$ cat src/rtl/axi4_lite_read_master_pkg.sv
`default_nettype none
// ============================================================================
// Module   : axi4_lite_read_master_pkg
// Purpose  : Shared defaults and type definitions for the AXI4-Lite read
//            master engine and its rready delay counter.
// Contents : default widths/address window, rresp and arprot encodings,
//            engine state enumeration.
// Revision : 1.0 - initial release
// ============================================================================
package axi4_lite_read_master_pkg;

  localparam int unsigned DEFAULT_ADDRESS_WIDTH = 32;
  localparam int unsigned DEFAULT_DATA_WIDTH    = 32;
  localparam int unsigned DEFAULT_DELAY_WIDTH   = 5;
  localparam logic [31:0] DEFAULT_MIN_ADDRESS   = 32'h0000_0000;
  localparam logic [31:0] DEFAULT_MAX_ADDRESS   = 32'hffff_ffff;

  typedef enum logic [1:0] {
    OKAY   = 2'b00,
    EXOKAY = 2'b01,
    SLVERR = 2'b10,
    DECERR = 2'b11
  } rresp_e;

  // Bit 0: privileged, bit 1: non-secure, bit 2: instruction.
  typedef enum logic [2:0] {
    PROT_DATA_SECURE_UNPRIV      = 3'b000,
    PROT_DATA_SECURE_PRIV        = 3'b001,
    PROT_DATA_NONSECURE_UNPRIV   = 3'b010,
    PROT_DATA_NONSECURE_PRIV     = 3'b011,
    PROT_INSTR_SECURE_UNPRIV     = 3'b100,
    PROT_INSTR_SECURE_PRIV       = 3'b101,
    PROT_INSTR_NONSECURE_UNPRIV  = 3'b110,
    PROT_INSTR_NONSECURE_PRIV    = 3'b111
  } arprot_e;

  typedef enum logic [1:0] {
    IDLE = 2'd0,
    ADDR = 2'd1,
    DATA = 2'd2,
    RESP = 2'd3
  } readMasterStateEnum;

endpackage
`default_nettype wire

$ cat src/rtl/axi4_lite_rready_delay_counter.sv
`default_nettype none
// ============================================================================
// Module   : axi4_lite_rready_delay_counter
// Purpose  : Saturating down-counter that holds rready low for a programmed
//            number of cycles after the AR handshake.
// Ports    : clk_i, rst_i (async, active-high), load_i, load_value_i,
//            zero_o (count has reached zero).
// Revision : 1.0 - initial release
// ============================================================================
module axi4_lite_rready_delay_counter
  import axi4_lite_read_master_pkg::*;
#(
  parameter int unsigned DELAY_WIDTH = DEFAULT_DELAY_WIDTH
) (
  input  logic                   clk_i,
  input  logic                   rst_i,
  input  logic                   load_i,
  input  logic [DELAY_WIDTH-1:0] load_value_i,
  output logic                   zero_o
);

  logic [DELAY_WIDTH-1:0] count_q, count_d;

  always_comb begin
    count_d = count_q;
    if (load_i) begin
      count_d = load_value_i;
    end else if (count_q != '0) begin
      count_d = count_q - DELAY_WIDTH'(1);
    end
  end

  always_ff @(posedge clk_i or posedge rst_i) begin
    if (rst_i) begin
      count_q <= '0;
    end else begin
      count_q <= count_d;
    end
  end

  assign zero_o = (count_q == '0);

endmodule
`default_nettype wire

$ cat src/rtl/axi4_lite_read_master_engine.sv
`default_nettype none
// ============================================================================
// Module   : axi4_lite_read_master_engine
// Purpose  : AXI4-Lite read initiator. Accepts one command, issues it on AR,
//            collects the R beat and returns it on a response port. One
//            transaction outstanding; out-of-window addresses are answered
//            locally with DECERR and never reach the bus.
// Ports    : aclk/areset (async, active-high); cmd_* command port;
//            ar*/r* AXI4-Lite read channels; rsp_* response port.
// Options  : AXI4LITE_READ_MASTER_RREADY_DELAY_EN - hold rready low for
//            cmd_rready_delay cycles after the AR handshake.
// Revision : 1.0 - initial release
// ============================================================================
module axi4_lite_read_master_engine
  import axi4_lite_read_master_pkg::*;
#(
  parameter int unsigned              ADDRESS_WIDTH = DEFAULT_ADDRESS_WIDTH,
  parameter int unsigned              DATA_WIDTH    = DEFAULT_DATA_WIDTH,
  parameter int unsigned              DELAY_WIDTH   = DEFAULT_DELAY_WIDTH,
  parameter logic [ADDRESS_WIDTH-1:0] MIN_ADDRESS   = ADDRESS_WIDTH'(DEFAULT_MIN_ADDRESS),
  parameter logic [ADDRESS_WIDTH-1:0] MAX_ADDRESS   = ADDRESS_WIDTH'(DEFAULT_MAX_ADDRESS)
) (
  input  logic                     aclk,
  input  logic                     areset,
  input  logic                     cmd_valid,
  output logic                     cmd_ready,
  input  logic [ADDRESS_WIDTH-1:0] cmd_addr,
  input  logic [2:0]               cmd_prot,
  input  logic [DELAY_WIDTH-1:0]   cmd_rready_delay,
  output logic [ADDRESS_WIDTH-1:0] araddr,
  output logic [2:0]               arprot,
  output logic                     arvalid,
  input  logic                     arready,
  input  logic [DATA_WIDTH-1:0]    rdata,
  input  logic [1:0]               rresp,
  input  logic                     rvalid,
  output logic                     rready,
  output logic                     rsp_valid,
  input  logic                     rsp_ready,
  output logic [DATA_WIDTH-1:0]    rsp_data,
  output logic [1:0]               rsp_resp,
  output logic                     rsp_local_err
);

  // Window test as an offset compare keeps it a single unsigned comparison
  // that stays meaningful even when the window spans the whole address space.
  localparam logic [ADDRESS_WIDTH-1:0] c_SPAN = MAX_ADDRESS - MIN_ADDRESS;

  readMasterStateEnum       state_q, state_d;
  logic [ADDRESS_WIDTH-1:0] addr_q, addr_d;
  logic [2:0]               prot_q, prot_d;
  logic [DATA_WIDTH-1:0]    data_q, data_d;
  logic [1:0]               resp_q, resp_d;
  logic                     local_err_q, local_err_d;
  logic                     w_in_range;
  logic                     w_rready_open;
  logic                     w_ar_hs;

  assign w_in_range = ((cmd_addr - MIN_ADDRESS) <= c_SPAN);
  assign w_ar_hs    = (state_q == ADDR) && arready;

`ifdef AXI4LITE_READ_MASTER_RREADY_DELAY_EN
  logic [DELAY_WIDTH-1:0] delay_q;

  always_ff @(posedge aclk or posedge areset) begin
    if (areset) begin
      delay_q <= '0;
    end else if (cmd_ready && cmd_valid) begin
      delay_q <= cmd_rready_delay;
    end
  end

  // Loaded on the AR handshake edge so the count starts on DATA entry.
  axi4_lite_rready_delay_counter #(
    .DELAY_WIDTH (DELAY_WIDTH)
  ) u_rready_delay (
    .clk_i        (aclk),
    .rst_i        (areset),
    .load_i       (w_ar_hs),
    .load_value_i (delay_q),
    .zero_o       (w_rready_open)
  );
`else
  logic w_delay_unused;
  assign w_delay_unused = ^cmd_rready_delay;
  assign w_rready_open  = 1'b1;
`endif

  always_comb begin
    state_d     = state_q;
    addr_d      = addr_q;
    prot_d      = prot_q;
    data_d      = data_q;
    resp_d      = resp_q;
    local_err_d = local_err_q;
    case (state_q)
      IDLE: begin
        if (cmd_valid) begin
          addr_d = cmd_addr;
          prot_d = cmd_prot;
          if (w_in_range) begin
            state_d = ADDR;
          end else begin
            state_d     = RESP;
            data_d      = '0;
            resp_d      = DECERR;
            local_err_d = 1'b1;
          end
        end
      end
      ADDR: begin
        if (arready) begin
          state_d = DATA;
        end
      end
      DATA: begin
        if (rvalid && w_rready_open) begin
          data_d      = rdata;
          resp_d      = rresp;
          local_err_d = 1'b0;
          state_d     = RESP;
        end
      end
      RESP: begin
        if (rsp_ready) begin
          state_d = IDLE;
        end
      end
      default: state_d = IDLE;
    endcase
  end

  always_ff @(posedge aclk or posedge areset) begin
    if (areset) begin
      state_q     <= IDLE;
      addr_q      <= '0;
      prot_q      <= '0;
      data_q      <= '0;
      resp_q      <= '0;
      local_err_q <= 1'b0;
    end else begin
      state_q     <= state_d;
      addr_q      <= addr_d;
      prot_q      <= prot_d;
      data_q      <= data_d;
      resp_q      <= resp_d;
      local_err_q <= local_err_d;
    end
  end

  assign cmd_ready     = (state_q == IDLE) && !areset;
  assign araddr        = addr_q;
  assign arprot        = prot_q;
  assign arvalid       = (state_q == ADDR);
  assign rready        = (state_q == DATA) && w_rready_open;
  assign rsp_valid     = (state_q == RESP);
  assign rsp_data      = data_q;
  assign rsp_resp      = resp_q;
  assign rsp_local_err = local_err_q;

endmodule
`default_nettype wire

$ cat config.mk
export PLATFORM = sky130hd
export DESIGN_NAME = axi4_lite_read_master_engine
export DESIGN_NICKNAME = d
export VERILOG_FILES = /design/src/rtl/axi4_lite_read_master_pkg.sv /design/src/rtl/axi4_lite_rready_delay_counter.sv /design/src/rtl/axi4_lite_read_master_engine.sv
export SDC_FILE = /design/constraint.sdc
export NUM_CORES = 1
export LEC_CHECK = 0
export CAP_MARGIN = 20
export CORE_MARGIN = 3
export CORE_UTILIZATION = 35
export CTS_BUF_LIST = sky130_fd_sc_hd__clkbuf_8 sky130_fd_sc_hd__clkbuf_16
export DETAILED_ROUTE_END_ITERATION = 16
export PLACE_DENSITY = 0.87
export SYNTH_ARGS = -nofsm -noshare
export SYNTH_HDL_FRONTEND = slang
export SYNTH_SLANG_ARGS = --single-unit
$ cat constraint.sdc
create_clock -name aclk -period 2.4 [get_ports aclk]
set_input_delay 0.72 -clock aclk [delete_from_list [all_inputs] [get_ports aclk]]
set_output_delay 0.72 -clock aclk [all_outputs]
set_load 0.1 [all_outputs]
==> flow_summary.json <==
{
  "grt_max_degree": 38,
  "cts.reportedPaths.clkPinSlew_ns": 0.07,
  "syn_inst": 168,
  "dp_hpwl_microns": 5130,
  "synthesis.area_sq_mm": 0.00290,
  "cp.depth": 3,
  "grt_pass1_wl_microns": 11200,
  "fillers": 639,
  "syn_nets": 253,
  "drive_above_1_share_pct": 50.9,
  "hold_viol_final": 0,
  "cts_num_sinks": 72,
  "grt_overflow": 0,
  "place_ws_ns": 0.109,
  "rows": 32,
  "ctsHtreeMaxLevel": 3,
  "async_flop_share_pct": 100,
  "fin_crit_sh_pct": 93.0,
  "syn_area_per_cell_sq_um": 17.3,
  "synth_edf_count": 0,
  "min_path_type": "reg2reg",
  "yosys_warnings": 0,
  "area_growth_pct": 60.4,
  "wl_microns": 6700,
  "synth_seq_area_share_pct": 62.1,
  "holdBufCountCts": 0,
  "cts_made_buffers": 9,
  "required_ns": 1.68,
  "slowest_stage": "clkdlybuf4s50_1",
  "cts_buffer_depth": 2,
  "grtUsageTotal_pct": 15.0,
  "start_util_pct": 36.8,
  "postCtsSetupRepairBufs": 0,
  "period_minus_slack_ns": 2.23,
  "dr_total_vias": 1985,
  "outcome": "completed",
  "yosysUniqueCellTypes": 14,
  "coreArea_sq_mm": 0.00789,
  "synthTopCellsByCount": "72 x dfrtp_1, 41 x mux2_2, 29 x mux2_4",
  "nNetsFinal": 412,
  "crit_chain": "clkdlybuf4s50_1 > nor2b_2 > buf_12",
  "die-area_sq_mm": 0.00942,
  "n_antenna_cell": 0,
  "min_path_cells": 1,
  "worst_slew_pin_slew_ns": 0.458,
  "cap_violations": 0,
  "fp.dieH_microns": 97.1,
  "cts_resized": 0,
  "cp-end-kind": "output pin",
  "ys_top_cells_by_area": "dfrtp_1 62%, mux2_2 16%, mux2_4 15%",
  "synth.ff_latch_count": 72,
  "setup_slack_ns": 0.168,
  "max_freq_ghz": 0.448,
  "antenna_found_initial": 0,
  "crit_fanout": 2,
  "drc": 0,
  "drtAntennaViolNets": 0,
  "critical_path.top_delay_family": "buffers and inverters",
  "critPathBufInv": 2,
  "synth_top_area_share_pct": 62.1,
  "slew_viol_final": 0,
  "rsz0062_at_grt": "no",
  "setup_tns_ns": 0,
  "arrival_ns": 1.51,
  "wl_per_cell_microns": 15.4,
  "drt_first_pass_iters": 4,
  "finClkSkew_ns": 0.00716,
  "cts_tree": "yes",
  "drt_iter0_markers": 31,
  "clkLatencyLatePin_ns": 0.33,
  "io_buffers": 148,
  "yosys.area.top_type": "dfrtp_1",
  "synth_top_flop_cell": "dfrtp_1",
  "grt_pass1_vias": 2266,
  "io_pins": 154,
  "worstSetupStartpointType": "input port",
  "critical_path_class": "in2out",
  "seq_area_sq_mm": 0.00180,
  "multiInputGateArea_sq_mm": 0.00103,
  "gp_congestion": 0.789,
  "setup_viol": 0,
  "vias_per_cell": 4.57,
  "cpPeakStageDelay_ns": 0.43,
  "die_x_microns": 97.1,
  "yosysMostFrequentCell": "dfrtp_1",
  "reg2reg_depth": 5,
  "cts_root_buffer": "clkbuf_8",
  "slew_headroom_pct": 69.5
}
[registers in the layout, summed over array words and instances (netlist names)]
signal and count:
rsp_data 32, rsp_resp 2, rsp_local_err 1, araddr 32, state_q 2, arprot 3
[worst register-to-register path, delay by kind of cell, from the launching register on]
| kind | cells | cell delay, ns |
|---|---|---|
| buf+inv | 2 | 0.35 |
| fa+ha+maj | 1 | 0.30 |
| flops | 1 | 0.41 |
| simple gates | 1 | 0.31 |
| mux | 1 | 0.36 |
[placed cells by master, fill, tap and decap left out, types with 3 or more instances in the layout]
cell type / synthesis / final
buf_4: 0 / 75
clkdlybuf4s50_1: 0 / 74
dfrtp_1: 72 / 72
mux2_2: 41 / 41
mux2_4: 29 / 29
clkbuf_8: 0 / 11
buf_12: 0 / 6
ha_1: 5 / 5
nand2b_1: 4 / 4
inv_1: 3 / 3
bufinv_16: 0 / 3
[final timing paths]
| check | startpoint | endpoint | slack [ns] |
|---|---|---|---|
| worst min register to register | araddr[8] | araddr[8] | 0.51 |
| worst max-delay path | areset | cmd_ready | 0.17 |
| min in group asynchronous | areset | araddr[8] | 0.98 |
| worst min-delay path | araddr[8] | araddr[8] | 0.51 |
| max in group asynchronous | areset | rsp_data[2] | 1.09 |
| worst max register to register | state_q[0] | rsp_data[21] | 0.56 |
[routing by layer]
layer / wire length, microns / share of wire, % / GRT usage, % / vias to the layer above
met1: 2670 / 40 / 17.2 / 971
met5: 0 / 0 / 0 / -
met3: 628 / 9.4 / 6.89 / 12
met2: 3290 / 49 / 24.6 / 106
met4: 113 / 1.7 / 5.51 / 0
li1: - / - / - / 896
[area by class of cell]
| class | instances | area share [%] |
|---|---|---|
| flip-flops and latches | 72 | 38.7 |
| repair buffers | 155 | 30.6 |
| multi-input cells | 86 | 22.2 |
| clock buffers | 11 | 3.25 |
| well taps | 102 | 2.74 |
| clock inverters | 5 | 2.20 |
| inverters | 3 | 0.322 |
[logic make-up (layout without fill, tap and decap cells)]
logic type / Yosys count / in the layout / share of synthesized area [%]
multiplexers: 71 / 71 / 31.3
AND/OR/NAND/NOR: 10 / 10 / 2.07
buffers and inverters: 10 / 174 / 2.46
flip-flops: 72 / 72 / 62.1
adder cells (fa/ha/maj): 5 / 5 / 2.16
[through the flow]
stage,instance area [sq um],instances,util (%),hold WS [ns]
final,4660,434,59.0,0.507
after global routing,4660,434,59.0,0.518
after CTS,4660,434,59.0,0.513
after detailed placement,4400,418,55.8,0.494
after global placement,4400,418,55.8,0.490
after floorplan,2910,168,-,0.534
Power is left out: the tool's default activity adds up to more than one toggle a clock period on the data nets, which glitch-free logic cannot reach.
